==> src/rtl/core_mem_mux.sv <==
`default_nettype none
// ============================================================================
// Module   : core_mem_mux
// Purpose  : Funnels arbiter-granted core requests onto one shared memory port,
//            one transaction at a time, and routes the completion back.
// Revision : 1.0 - initial release
// ============================================================================
module core_mem_mux #(
    parameter int NUM_CORES = 1,
    parameter int ADDR_W    = 32,
    parameter int DATA_W    = 32
) (
    input  logic                        clk,
    input  logic                        rst_n,
    input  logic [NUM_CORES-1:0]        grant,
    input  logic [NUM_CORES-1:0]        core_req_valid,
    input  logic [NUM_CORES*ADDR_W-1:0] core_addr,
    input  logic [NUM_CORES*DATA_W-1:0] core_wdata,
    input  logic [NUM_CORES-1:0]        core_we,
    output logic [NUM_CORES-1:0]        core_ack,
    output logic [DATA_W-1:0]           core_rdata,
    output logic                        mem_valid,
    output logic [ADDR_W-1:0]           mem_addr,
    output logic [DATA_W-1:0]           mem_wdata,
    output logic                        mem_we,
    input  logic                        mem_ready,
    input  logic                        mem_rsp_valid,
    input  logic [DATA_W-1:0]           mem_rdata,
    output logic                        busy
);

    localparam int OWNER_W = (NUM_CORES > 1) ? $clog2(NUM_CORES) : 1;

    typedef enum logic [1:0] {
        IDLE  = 2'd0,
        ISSUE = 2'd1,
        WAIT  = 2'd2
    } state_t;

    state_t               r_state;
    state_t               w_next;

    logic [NUM_CORES-1:0] w_req;
    logic                 w_hit;
    logic [OWNER_W-1:0]   w_sel;
    logic [ADDR_W-1:0]    w_sel_addr;
    logic [DATA_W-1:0]    w_sel_wdata;
    logic                 w_sel_we;
    logic                 w_capture;
    logic                 w_rsp;
    logic [NUM_CORES-1:0] w_owner_dec;

    logic [OWNER_W-1:0]   r_owner;
    logic [ADDR_W-1:0]    r_addr;
    logic [DATA_W-1:0]    r_wdata;
    logic                 r_we;
    logic [NUM_CORES-1:0] r_core_ack;
    logic [DATA_W-1:0]    r_rdata;

    // Grants without a pending request are masked out before selection.
    assign w_req = grant & core_req_valid;

    // Descending scan so the lowest set bit is the last (winning) assignment.
    always_comb begin
        w_hit       = 1'b0;
        w_sel       = '0;
        w_sel_addr  = '0;
        w_sel_wdata = '0;
        w_sel_we    = 1'b0;
        for (int i = NUM_CORES - 1; i >= 0; i--) begin
            if (w_req[i]) begin
                w_hit       = 1'b1;
                w_sel       = OWNER_W'(i);
                w_sel_addr  = core_addr[i*ADDR_W +: ADDR_W];
                w_sel_wdata = core_wdata[i*DATA_W +: DATA_W];
                w_sel_we    = core_we[i];
            end
        end
    end

    always_comb begin
        for (int i = 0; i < NUM_CORES; i++) begin
            w_owner_dec[i] = (OWNER_W'(i) == r_owner);
        end
    end

    always_ff @(posedge clk) begin
        if (!rst_n) begin
            r_state <= IDLE;
        end else begin
            r_state <= w_next;
        end
    end

    always_comb begin
        w_next    = r_state;
        w_capture = 1'b0;
        w_rsp     = 1'b0;
        case (r_state)
            IDLE: begin
                if (w_hit) begin
                    w_capture = 1'b1;
                    w_next    = ISSUE;
                end
            end
            ISSUE: begin
                if (mem_ready) begin
                    w_next = WAIT;
                end
            end
            WAIT: begin
                if (mem_rsp_valid) begin
                    w_rsp  = 1'b1;
                    w_next = IDLE;
                end
            end
            default: w_next = IDLE;
        endcase
    end

    // Payload is only ever written in IDLE, so it is stable for the whole ISSUE phase.
    always_ff @(posedge clk) begin
        if (!rst_n) begin
            r_owner    <= '0;
            r_addr     <= '0;
            r_wdata    <= '0;
            r_we       <= 1'b0;
            r_core_ack <= '0;
            r_rdata    <= '0;
        end else begin
            r_core_ack <= '0;
            if (w_capture) begin
                r_owner <= w_sel;
                r_addr  <= w_sel_addr;
                r_wdata <= w_sel_wdata;
                r_we    <= w_sel_we;
            end
            if (w_rsp) begin
                r_core_ack <= w_owner_dec;
                r_rdata    <= mem_rdata;
            end
        end
    end

    assign mem_valid  = (r_state == ISSUE);
    assign mem_addr   = r_addr;
    assign mem_wdata  = r_wdata;
    assign mem_we     = r_we;
    assign core_ack   = r_core_ack;
    assign core_rdata = r_rdata;
    assign busy       = (r_state != IDLE);

endmodule
`default_nettype wire

==> config.mk <==
export PLATFORM = sky130hd
export DESIGN_NAME = core_mem_mux
export DESIGN_NICKNAME = d
export VERILOG_FILES = /design/src/rtl/core_mem_mux.sv
export SDC_FILE = /design/constraint.sdc
export NUM_CORES = 1
export LEC_CHECK = 0
export CAP_MARGIN = 20
export CORE_MARGIN = 3
export CORE_UTILIZATION = 35
export CTS_CLUSTER_SIZE = 25
export DETAILED_ROUTE_END_ITERATION = 7
export PLACE_DENSITY_LB_ADDON = 0.05
export REMOVE_ABC_BUFFERS = 1
export SYNTH_ARGS = -nofsm -noshare
export SYNTH_HDL_FRONTEND = slang
export SYNTH_SLANG_ARGS = --single-unit
==> constraint.sdc <==
create_clock -name clk -period 1.74 [get_ports clk]
set_clock_uncertainty 0.1 [all_clocks]
set_input_delay 0.348 -clock clk [delete_from_list [all_inputs] [get_ports clk]]
set_output_delay 0.348 -clock clk [all_outputs]
set_load 0.05 [all_outputs]
==> metrics.csv <==
stage;metric;value;unit
cells_and_area;regArea;2000;um^2
logic_synthesis;synth_seq_area_share;50.0;%
placed_design;gp_congestion;0.755;
sta;layout_setup_ws;0.0695;ns
routing;wl_per_cell;13.4;um
floorplan;dieArea;12800;um^2
logic_synthesis;synth_common_cells;nand2_1, dfxtp_1, mux2i_1;
sta;grt_setup_unrepaired;false;
cells_and_area;multi_input_area;1790;um^2
logic_synthesis;synth_edf_count;0;
cells_and_area;finalNonFillerCells;778;
logic_synthesis;synth_warnings;0;
routing;routed_wl;10400;um
placed_design;postPlaceCellArea;5990;um^2
sta;max_freq;599;MHz
routing;via_per_inst;4.44;
floorplan;num_rows;38;
logic_synthesis;synth_ff_type;dfxtp_1;
clocking;cts_tree;done;
clocking;clk_pin_slew_worst_paths;0.07;ns
sta;tns;0;ns
routing;drt_iter0_drc;118;
worst_setup_path;cp.required;1.29;ns
power;p_per_area;854;nW/um^2
placed_design;numPortBuffers;202;
worst_setup_path;endpoint_kind;output pin;
logic_synthesis;ys_async_sr_fraction;0;%
clocking;htreeDepth;3;
sta;period_minus_slack;1.67;ns
routing;dr.pass1.iters;4;
sta;drv_slew;0;
clocking;cts_root_buf;clkbuf_16;
floorplan;die_x;113;um
logic_synthesis;syn_area;4010;um^2
logic_synthesis;ys_seq_elements;100;
logic_synthesis;syn_area_per_cell;9.21;um^2
global_routing;antenna_found_initial;0;
logic_synthesis;synth_top_area_share;50.0;%
cells_and_area;area_growth;56.6;%
routing;vias;3453;
global_routing;first_global_vias;3483;
floorplan;die_h;113;um
cells_and_area;drive_gt1_share;21.9;%
cells_and_area;fin_area;6270;um^2
routing;ant_nets;0;
worst_setup_path;crit_type;reg2out;
routing;drc;0;
run;cap_violations;0;
sta;relSlewSlack;82.1;%
logic_synthesis;post-synth-top-count-cell;nand2_1;
logic_synthesis;yosysUniqueCellTypes;18;
worst_setup_path;cp_max_fo;7;
placed_design;place_inst;763;
hold_path;hold_path.class;in2reg;
power;p_leak;2.64;nW
sta;setup_violations;0;
sta;hold_viol_final;0;
outcome;status;finished, final reports clean;
logic_synthesis;synthCells;435;
clocking;cts_buffers;9;
sta;worst_hold_slack;0.272;ns
clocking;numClockSinks;100;
sta;fin_crit_sh;96.0;%
clocking;post_cts_buffers;0;
global_routing;grt_use_total;16.4;%
global_routing;grt_max_degree;42;
clocking;insertion_delay;0.33;ns
power;p_total;5.36;mW
placed_design;dp_slack;-0.183;ns
global_routing;grt_pass1_wl;16900;um
power;peakVddDrop;0.000432;V
logic_synthesis;synth_top_cell_by_area;dfxtp_1;
clocking;clock_path_buffers;2;
cells_and_area;fillers;1042;
cells_and_area;utilization;56.9;%
global_routing;grt_remaining_overflow;0;
cells_and_area;nets;737;
floorplan;start_util;36.3;%
cells_and_area;antennaDiodeCount;0;
worst_setup_path;cp.arrival;1.22;ns
worst_setup_path;start_kind;flip-flop;
floorplan;core;11000;um^2
floorplan;ios;203;
sta;tightest_slew;0.269;ns
logic_synthesis;synthTopCellsByArea;dfxtp_1, mux2i_1, nand2_1, buf_12, clkbuf_1;
placed_design;place_hpwl;7760;um
-- path summary, 6_finish.rpt --
check                  from             end  slack, ns  cells past startpoint
max              r_state[1]            busy       0.07                      2
max reg2reg      r_state[1]   mem_wdata[13]       0.26                      4
min reg2reg  core_rdata[24]  core_rdata[24]       0.36                      2
min                   rst_n   mem_wdata[23]       0.27                      3
-- cells by family (layout without fill, tap and decap cells) --
logic type | after synthesis | in the layout | synth area share (%)
buffers and inverters | 34 | 237 | 5.72
DFF | 100 | 100 | 50.0
AOI/OAI and AO/OA | 2 | 2 | 0.375
muxes | 97 | 97 | 24.2
and+or+nand+nor | 202 | 202 | 19.7
-- final cells by class --
class	count	share of cell area [%]
Timing Repair Buffer	222	32.3
Sequential cell	100	31.9
Multi-Input combinational cell	301	28.6
Clock buffer	11	4.03
Tap cell	140	2.79
Clock inverter	4	0.399
-- layer usage --
| layer | part of all wire (%) | GRT usage [%] |
|---|---|---|
| met2 | 46 | 26.6 |
| met3 | 10 | 6.52 |
| met1 | 42 | 20.0 |
| met5 | 0 | 0 |
| met4 | 1.6 | 5.29 |
-- where the power goes --
| group | total, mW | switching [mW] | internal, mW |
|---|---|---|---|
| clock network | 1.88 | 0.844 | 1.04 |
| registers | 2.43 | 0.0512 | 2.38 |
| logic | 1.05 | 0.575 | 0.471 |
| total | 5.36 | 1.47 | 3.89 |
-- sequential cells by signal, indices dropped and copies added, names as in the netlist --
| name | flops |
|---|---|
| core_rdata | 32 |
| mem_addr | 32 |
| mem_wdata | 32 |
| r_state | 2 |
| core_ack | 1 |
| mem_we | 1 |
-- critical path: stages (launching register included) --
cell and delay [ns]:
dfxtp_1 0.38, or2_2 0.32, buf_4 0.19
-- layout by cell type (no fill, tap or decap) --
cell type	instances
clkinvlp_4	2
nand3b_1	1
nor4bb_4	1
and3b_2	1
a21boi_1	1
or2_2	1
o21a_1	1
buf_6	1
buf_4	112
or3b_1	1
clkdlybuf4s50_1	101
nor2b_2	1
and2_1	1
clkinv_2	2
nor3b_1	1
nand2_1	194
mux2i_1	97
buf_12	8
clkbuf_16	9
dfxtp_1	100
clkbuf_8	2
-- repair_timing --
item,4_1_cts,5_1_grt
resized for setup,0,1
hold buffers,0,0
endpoints found under the setup margin,0,1
(Power assumes the default switching activity.)
